===== config.mk =====
export PLATFORM = sky130hd
export DESIGN_NAME = mem_seq_ctrl_flat
export DESIGN_NICKNAME = d
export VERILOG_FILES = /design/src/rtl/mem_seq_ctrl_if.sv /design/src/rtl/mem_seq_ctrl.sv /design/src/flat_wrapper.sv
export SDC_FILE = /design/constraint.sdc
export NUM_CORES = 1
export LEC_CHECK = 0
export ABC_AREA = 1
export BUFFER_PORTS_ARGS = -buffer_cell sky130_fd_sc_hd__buf_2
export CORE_ASPECT_RATIO = 2
export CORE_MARGIN = 2
export CORE_UTILIZATION = 30
export CTS_BUF_LIST = sky130_fd_sc_hd__clkbuf_16
export CTS_CLUSTER_SIZE = 25
export DETAILED_ROUTE_END_ITERATION = 10
export PLACE_DENSITY = 0.51
export RECOVER_POWER = 50
export SYNTH_ARGS = -nofsm -noshare
export SYNTH_HDL_FRONTEND = slang
export SYNTH_SLANG_ARGS = --single-unit

===== constraint.sdc =====
create_clock -name clkp -period 4.6 [get_ports clkp]
set_input_delay 0.23 -clock clkp [delete_from_list [all_inputs] [get_ports clkp]]
set_output_delay 0.23 -clock clkp [all_outputs]
set_load 0.02 [all_outputs]

===== src/rtl/mem_seq_ctrl_if.sv =====
// Command, write-data, read-data and memory-pin bundle between a requester and mem_seq_ctrl.
interface mem_seq_ctrl_if #(
  parameter int unsigned AW = 3,
  parameter int unsigned DW = 16
);
  logic          cmd_valid;
  logic          cmd_ready;
  logic          cmd_wr;
  logic [AW-1:0] cmd_addr;
  logic [AW-1:0] cmd_len;
  logic          wd_valid;
  logic          wd_ready;
  logic [DW-1:0] wd_data;
  logic          rd_valid;
  logic          rd_ready;
  logic [DW-1:0] rd_data;
  logic          done;
  logic          err;
  logic          busy;
  logic          mem_cs;
  logic          mem_we;
  logic [AW-1:0] mem_addr;
  logic [DW-1:0] mem_din;
  logic [DW-1:0] mem_dout;

  modport master (
    output cmd_valid, cmd_wr, cmd_addr, cmd_len, wd_valid, wd_data, rd_ready, mem_dout,
    input  cmd_ready, wd_ready, rd_valid, rd_data, done, err, busy,
           mem_cs, mem_we, mem_addr, mem_din
  );

  modport slave (
    input  cmd_valid, cmd_wr, cmd_addr, cmd_len, wd_valid, wd_data, rd_ready, mem_dout,
    output cmd_ready, wd_ready, rd_valid, rd_data, done, err, busy,
           mem_cs, mem_we, mem_addr, mem_din
  );
endinterface


===== src/rtl/mem_seq_ctrl.sv =====
// Burst read/write sequencer for the 5x16 register-file memory; memory strobes launch on the
// falling edge so addr/din are settled before the rising edge that clocks the row.
module mem_seq_ctrl #(
  parameter int unsigned DEPTH = 5,
  parameter int unsigned AW    = 3,
  parameter int unsigned DW    = 16
) (
  input  logic               clkp,
  input  logic               rstp,
  mem_seq_ctrl_if.slave      bus
);

  localparam int unsigned SW = AW + 1;

  typedef enum logic [2:0] {
    IDLE     = 3'd0,
    WR_WAIT  = 3'd1,
    WR_STRB  = 3'd2,
    RD_ISSUE = 3'd3,
    RD_HOLD  = 3'd4
  } state_e;

  state_e        state_q, state_d;
  logic [AW-1:0] addr_q, addr_d;
  logic [AW-1:0] cnt_q, cnt_d;
  logic [DW-1:0] data_q, data_d;
  logic [DW-1:0] rd_data_q, rd_data_d;
  logic          rd_valid_q, rd_valid_d;
  logic          done_q, done_d;
  logic          err_q, err_d;
  logic          busy_q, busy_d;
  logic          cmd_ready_q, cmd_ready_d;
  logic          wd_ready_q, wd_ready_d;

  logic          mem_cs_q, mem_cs_d;
  logic          mem_we_q, mem_we_d;
  logic [AW-1:0] mem_addr_q, mem_addr_d;
  logic [DW-1:0] mem_din_q, mem_din_d;

  logic [SW-1:0] end_sum_c;
  logic          reject_c;

  // Range check on the unwrapped end address
  assign end_sum_c = SW'(bus.cmd_addr) + SW'(bus.cmd_len);
  assign reject_c  = (bus.cmd_len == '0) || (end_sum_c > SW'(DEPTH));

  always_comb begin
    state_d    = state_q;
    addr_d     = addr_q;
    cnt_d      = cnt_q;
    data_d     = data_q;
    rd_data_d  = rd_data_q;
    rd_valid_d = rd_valid_q;
    done_d     = 1'b0;
    err_d      = 1'b0;

    unique case (state_q)
      IDLE: begin
        if (bus.cmd_valid && cmd_ready_q) begin
          if (reject_c) begin
            err_d = 1'b1;
          end else begin
            addr_d  = bus.cmd_addr;
            cnt_d   = bus.cmd_len;
            state_d = bus.cmd_wr ? WR_WAIT : RD_ISSUE;
          end
        end
      end
      WR_WAIT: begin
        if (bus.wd_valid) begin
          data_d  = bus.wd_data;
          state_d = WR_STRB;
        end
      end
      WR_STRB: begin
        cnt_d  = cnt_q - AW'(1);
        addr_d = addr_q + AW'(1);
        if (cnt_q == AW'(1)) begin
          done_d  = 1'b1;
          state_d = IDLE;
        end else begin
          state_d = WR_WAIT;
        end
      end
      RD_ISSUE: begin
        rd_data_d  = bus.mem_dout;
        rd_valid_d = 1'b1;
        state_d    = RD_HOLD;
      end
      RD_HOLD: begin
        if (bus.rd_ready) begin
          rd_valid_d = 1'b0;
          cnt_d      = cnt_q - AW'(1);
          addr_d     = addr_q + AW'(1);
          if (cnt_q == AW'(1)) begin
            done_d  = 1'b1;
            state_d = IDLE;
          end else begin
            state_d = RD_ISSUE;
          end
        end
      end
      default: state_d = IDLE;
    endcase

    cmd_ready_d = (state_d == IDLE);
    wd_ready_d  = (state_d == WR_WAIT);
    busy_d      = (state_d != IDLE);
  end

  always_ff @(posedge clkp or posedge rstp) begin
    if (rstp) begin
      state_q     <= IDLE;
      addr_q      <= '0;
      cnt_q       <= '0;
      data_q      <= '0;
      rd_data_q   <= '0;
      rd_valid_q  <= 1'b0;
      done_q      <= 1'b0;
      err_q       <= 1'b0;
      busy_q      <= 1'b0;
      cmd_ready_q <= 1'b1;
      wd_ready_q  <= 1'b0;
    end else begin
      state_q     <= state_d;
      addr_q      <= addr_d;
      cnt_q       <= cnt_d;
      data_q      <= data_d;
      rd_data_q   <= rd_data_d;
      rd_valid_q  <= rd_valid_d;
      done_q      <= done_d;
      err_q       <= err_d;
      busy_q      <= busy_d;
      cmd_ready_q <= cmd_ready_d;
      wd_ready_q  <= wd_ready_d;
    end
  end

  // Memory pins follow the posedge state half a cycle later; addr/din hold while idle
  always_comb begin
    mem_cs_d   = (state_q == WR_STRB) || (state_q == RD_ISSUE);
    mem_we_d   = (state_q == WR_STRB);
    mem_addr_d = mem_cs_d ? addr_q : mem_addr_q;
    mem_din_d  = mem_we_d ? data_q : mem_din_q;
  end

  always_ff @(negedge clkp or posedge rstp) begin
    if (rstp) begin
      mem_cs_q   <= 1'b0;
      mem_we_q   <= 1'b0;
      mem_addr_q <= '0;
      mem_din_q  <= '0;
    end else begin
      mem_cs_q   <= mem_cs_d;
      mem_we_q   <= mem_we_d;
      mem_addr_q <= mem_addr_d;
      mem_din_q  <= mem_din_d;
    end
  end

  assign bus.cmd_ready = cmd_ready_q;
  assign bus.wd_ready  = wd_ready_q;
  assign bus.rd_valid  = rd_valid_q;
  assign bus.rd_data   = rd_data_q;
  assign bus.done      = done_q;
  assign bus.err       = err_q;
  assign bus.busy      = busy_q;
  assign bus.mem_cs    = mem_cs_q;
  assign bus.mem_we    = mem_we_q;
  assign bus.mem_addr  = mem_addr_q;
  assign bus.mem_din   = mem_din_q;

endmodule


===== src/flat_wrapper.sv =====
// flat-port wrapper written by rule: the top's interface ports become plain ports
module mem_seq_ctrl_flat 
#(
  parameter int unsigned DEPTH = 5,
  parameter int unsigned AW    = 3,
  parameter int unsigned DW    = 16
)
  (clkp, rstp, bus_cmd_valid, bus_cmd_wr, bus_cmd_addr, bus_cmd_len, bus_wd_valid, bus_wd_data, bus_rd_ready, bus_mem_dout, bus_cmd_ready, bus_wd_ready, bus_rd_valid, bus_rd_data, bus_done, bus_err, bus_busy, bus_mem_cs, bus_mem_we, bus_mem_addr, bus_mem_din);
  mem_seq_ctrl_if #(.AW(AW), .DW(DW)) bus_i ();
  input  logic clkp;
  input  logic rstp;
  input wire logic [$bits(bus_i.cmd_valid)-1:0] bus_cmd_valid;
  input wire logic [$bits(bus_i.cmd_wr)-1:0] bus_cmd_wr;
  input wire logic [$bits(bus_i.cmd_addr)-1:0] bus_cmd_addr;
  input wire logic [$bits(bus_i.cmd_len)-1:0] bus_cmd_len;
  input wire logic [$bits(bus_i.wd_valid)-1:0] bus_wd_valid;
  input wire logic [$bits(bus_i.wd_data)-1:0] bus_wd_data;
  input wire logic [$bits(bus_i.rd_ready)-1:0] bus_rd_ready;
  input wire logic [$bits(bus_i.mem_dout)-1:0] bus_mem_dout;
  output wire logic [$bits(bus_i.cmd_ready)-1:0] bus_cmd_ready;
  output wire logic [$bits(bus_i.wd_ready)-1:0] bus_wd_ready;
  output wire logic [$bits(bus_i.rd_valid)-1:0] bus_rd_valid;
  output wire logic [$bits(bus_i.rd_data)-1:0] bus_rd_data;
  output wire logic [$bits(bus_i.done)-1:0] bus_done;
  output wire logic [$bits(bus_i.err)-1:0] bus_err;
  output wire logic [$bits(bus_i.busy)-1:0] bus_busy;
  output wire logic [$bits(bus_i.mem_cs)-1:0] bus_mem_cs;
  output wire logic [$bits(bus_i.mem_we)-1:0] bus_mem_we;
  output wire logic [$bits(bus_i.mem_addr)-1:0] bus_mem_addr;
  output wire logic [$bits(bus_i.mem_din)-1:0] bus_mem_din;
  assign bus_i.cmd_valid = bus_cmd_valid;
  assign bus_i.cmd_wr = bus_cmd_wr;
  assign bus_i.cmd_addr = bus_cmd_addr;
  assign bus_i.cmd_len = bus_cmd_len;
  assign bus_i.wd_valid = bus_wd_valid;
  assign bus_i.wd_data = bus_wd_data;
  assign bus_i.rd_ready = bus_rd_ready;
  assign bus_i.mem_dout = bus_mem_dout;
  assign bus_cmd_ready = bus_i.cmd_ready;
  assign bus_wd_ready = bus_i.wd_ready;
  assign bus_rd_valid = bus_i.rd_valid;
  assign bus_rd_data = bus_i.rd_data;
  assign bus_done = bus_i.done;
  assign bus_err = bus_i.err;
  assign bus_busy = bus_i.busy;
  assign bus_mem_cs = bus_i.mem_cs;
  assign bus_mem_we = bus_i.mem_we;
  assign bus_mem_addr = bus_i.mem_addr;
  assign bus_mem_din = bus_i.mem_din;
  mem_seq_ctrl #(.DEPTH(DEPTH), .AW(AW), .DW(DW)) u_core (.clkp(clkp), .rstp(rstp), .bus(bus_i));
endmodule

Word level (Yosys, flattened, before mapping)
Index checks and enable logic that the tools add are counted.
{"block": "word_totals", "ramBits": 0, "regBits": 68, "romBits": 0, "output_inout_bits": 43, "latchBits": 0, "word_cells": 64, "input_bits": 44, "memories": 0}
{"block": "op_classes", "n_eq_ne": 9, "bitwise_logic": 0, "addsub": 3, "mux": 24, "n_shift": 0, "reduce_logical": 12, "multipliers": 0, "order_cmp": 1, "div_mod_pow": 0}
{"op": "two-way mux 3 bit", "n": 10}
{"op": "one-hot mux 3 bit (3 select lines)", "n": 2}
{"op": "one-hot mux 3 bit (5 select lines)", "n": 1}
{"op": "== test 3 x 1 -> 1 bit, second input constant", "n": 3}
{"op": "logical NOT 3 bit", "n": 3}
{"op": "two-way mux 1 bit", "n": 7}
{"op": "== test 3 x 2 -> 1 bit, second input constant", "n": 2}
{"op": "nonzero test 3 bit", "n": 2}
{"op": "adder 3 x 3 -> 4 bit", "n": 1}
{"op": "greater-than comparator 4 x 3 -> 1 bit, second input constant", "n": 1}
{"op": "two-way mux 2 bit", "n": 2}
{"op": "!= test 2 bit, second input constant", "n": 2}
{"op": "one-hot mux 1 bit (2 select lines)", "n": 2}
{"op": "AND reduction 2 bit", "n": 2}
{"op": "AND reduction 4 bit", "n": 1}
{"op": "adder 3 x 1 -> 3 bit, second input constant", "n": 1}
{"op": "== test 3 bit, second input constant", "n": 1}
{"op": "subtractor 3 x 1 -> 3 bit, second input constant", "n": 1}
{"op": "logical OR 1 bit", "n": 2}
{"op": "!= test 2 x 1 -> 1 bit, second input constant", "n": 1}
{"op": "nonzero test 2 bit", "n": 1}
{"op": "logical AND 1 bit", "n": 1}

Longest topological paths before layout
{"block": "depth", "ltp_word": 7, "depth_mapped": 11, "depth_no_buf": 11}

==> out/qor.yml <==
run_status:
  status: "completed"
placement:
  portBuffers: 86
  dpl_cell_area_sq_um: 3501
  hpwlAfterDp_um: 5435
  dp_cells: 547
  routabilityCongestion: 0.7703
cells_and_area:
  area_growth_pct: 26.10
  n_antenna_cell: 0
  final_cells: 564
  nets: 478
  fillers: 1040
  drive_above_1_share_pct: 18.52
  regArea_sq_um: 1703
  multi_input_area_sq_um: 984.7
  fin_area_sq_um: 3706
logic_synthesis:
  ys_seq_area_share_pct: 57.94
  synth_top_family_by_area: "simple AND/OR/NAND/NOR gates"
  synth_xor_area_share_pct: 0.5960
  yosysTopAreaCellShare_pct: 39.17
  ys_top_cells_by_count: "nand2_1, dfrtp_1, inv_1, nor2_1, dfrtn_1"
  ys_warn_count: 0
  synth_nets: 387
  synth_cell_types: 28
  synth_top_area_cell: "dfrtp_1"
  synth-edff-count: 0
  synth_top_flop_cell: "dfrtp_1"
  syn-cell-area_sq_um: 2939
  syn-mean-instance-area_sq_um: 8.747
  netlist_top_cells_area: "dfrtp_1, dfrtn_1, nand2_1"
  synth_mux_area_share_pct: 0
  synth_compound_area_share_pct: 6.301
  synth.most_common_cell: "nand2_1"
  synth_seq_cells: 68
  synthAdderAreaFrac_pct: 3.235
  async_reset_ff_share_pct: 100.0
  netlist_instances: 336
  synthSimpleGateAreaFrac_pct: 24.22
flow_run:
  maxCapViolations: 0
critical_path:
  critPathLaunchType: "flop"
  crit_type: "reg -> reg"
  cp_cell_sequence: "clkinv_1 > nand2_1 > inv_2 > nand2_4 > o21ai_0"
  required_ns: 2.46
  endpoint_kind: "flop"
  path_delay_family: "simple AND/OR/NAND/NOR gates"
  cp_num_buf_inv: 2
  slowest_delay_ns: 0.43
  crit_slowest_cell: "dfrtp_1"
  arrival_ns: 1.58
  cp_max_fo: 40
global_route:
  grt_pass1_wl_um: 11390
  antenna_found_initial: 0
  grt_pass1_vias: 2430
  grt_max_degree: 44
  gr-total-overflow: 0
  grtUsageTotal_pct: 14.54
timing:
  fin_skew_ns: 0.01261
  setup_viol: 0
  tightest_slew_ns: 1.194
  finalSetupTns_ns: 0
  drv_slew: 0
  hold_viol: 0
  rsz0062_at_grt: "false"
  maxSlewHeadroom_pct: 20.08
drt:
  drt-total-wl_um: 7113
  drtIter0Drc: 102
  drc: 0
  first_pass_iters: 4
  routed_via_density: 4.232
  vias: 2387
  ant_nets: 0
  wl_per_cell_um: 12.61
power_and_ir_drop:
  swShare_pct: 41.33
  clockPowerShare_pct: 21.9
  ir_worst_vdd_mv: 0.2492
  finalPower_uw: 2657
  power_leakage_uw: 0.002060
  seqPwrFrac_pct: 39.0
  cellPowerDensity_nw_per_um2: 716.9
  switchingPower_uw: 1098
  p_comb_share_pct: 39.1
  p_int_uw: 1559
clock_network:
  cts-resized-gates: 0
  cts_max_path_buffers: 2
  cts_root_buffer: "clkbuf_16"
  numCtsBuffers: 9
  h-tree-depth: 3
  cts.clk_slew.worst_paths_ns: 0.05
  post_cts_buffers: 0
  clkSinkCount: 68
  tritoncts: "built"
  cts_hold_repair.buffers: 1
  clock_latency_ns: 0.33
floorplan:
  rows: 51
  ios: 87
  dieHeight_um: 144.0
  core_sq_um: 9635
  start_util_pct: 30.50
  die_w_um: 73.99
  die_area_sq_um: 10650
min_path:
  hold_class: "in -> reg"
-- per-layer routing --
metal / share of wire, % / track usage, % / vias up
met1: 39 / 15.60 / 1099
li1: - / - / 1226
met4: 3.0 / 8.708 / 0
met5: 0 / 0 / -
met2: 56 / 25.94 / 49
met3: 2.8 / 2.160 / 13
-- tightest hold or removal path: stages --
cell	delay, ns
buf_2	0.07
nand2_1	0.04
nand2_1	0.05
-- stage by stage --
stage                     hold WS (ns)  util [%]  setup slack, ns
after global placement          0.1777     36.33            1.016
after CTS                      0.09133     39.06           0.9333
after global routing            0.1069     38.46           0.6949
after floorplan                 0.3466         -           0.4697
final                           0.1065     38.46           0.8783
after detailed placement        0.1754     36.33           0.9428
-- kinds of logic (layout without fill, tap and decap cells) --
logic type	Yosys count	count (layout)
AOI/OAI and AO/OA	37	37
xor gates and xnor gates	2	2
adders and majority gates	7	7
buffers and inverters	53	149
DFF	68	68
and+or+nand+nor	169	169
-- layout make-up --
type / instances / area share [%]
timing repair buffer: 89 / 11.75
sequential: 68 / 45.95
multi-input combinational: 215 / 26.57
clock buffer: 9 / 6.077
inverter: 44 / 4.456
clock inverter: 7 / 0.7427
tap: 132 / 4.456
-- cell usage in the layout, fill, tap and decap left out, types with 2 or more instances in the layout --
| cell type | n |
|---|---|
| nor3_1 | 2 |
| dfrtn_1 | 21 |
| ha_1 | 6 |
| buf_2 | 63 |
| clkinv_1 | 4 |
| inv_2 | 3 |
| a21oi_1 | 19 |
| nand4_1 | 8 |
| nand3_1 | 11 |
| clkbuf_1 | 24 |
| nand2_1 | 118 |
| inv_1 | 43 |
| o21ai_0 | 17 |
| clkbuf_16 | 9 |
| nor2_1 | 26 |
| dfrtp_1 | 46 |
| xor2_1 | 2 |
-- flip-flops by register name, summed over array words and instances (netlist names), 3 cells and up --
name / flops
u_core.bus.mem_din: 16
u_core.bus.rd_data: 16
u_core.data_q: 16
u_core.addr_q: 3
u_core.bus.mem_addr: 3
u_core.cnt_q: 3
u_core.state_q: 3
-- final timing paths --
path	start	endpoint	slack, ns	cells after the start
hold / removal	bus_mem_dout[8]	u_core.bus.rd_data[8]$_DFFE_PP0P_	0.11	3
setup reg to reg	u_core.state_q[2]$_DFF_PP0_	u_core.bus.mem_din[11]$_DFFE_NP0P_	0.88	5
setup / recovery	u_core.state_q[2]$_DFF_PP0_	u_core.bus.mem_din[11]$_DFFE_NP0P_	0.88	5
hold reg to reg	u_core.bus.mem_din[15]$_DFFE_NP0P_	u_core.bus.mem_din[15]$_DFFE_NP0P_	0.44	2
min in group asynchronous	rstp	u_core.bus.rd_valid$_DFFE_PP0P_	0.47	3
max in group asynchronous	rstp	u_core.bus.mem_din[9]$_DFFE_NP0P_	1.34	4
-- power by group through the flow --
| stage | clock network (uW) | registers (uW) | logic [uW] |
|---|---|---|---|
| 6_report | 582 | 1040 | 1040 |
| 5_1_grt | 629 | 1070 | 1180 |
| 4_1_cts | 606 | 1040 | 1110 |
| 3_5_place_dp | 0 | 1050 | 1100 |
| 3_3_place_gp | 0 | 1040 | 1080 |
| 2_1_floorplan | 0 | 1240 | 544 |
Power figures use the tool's default switching activity.
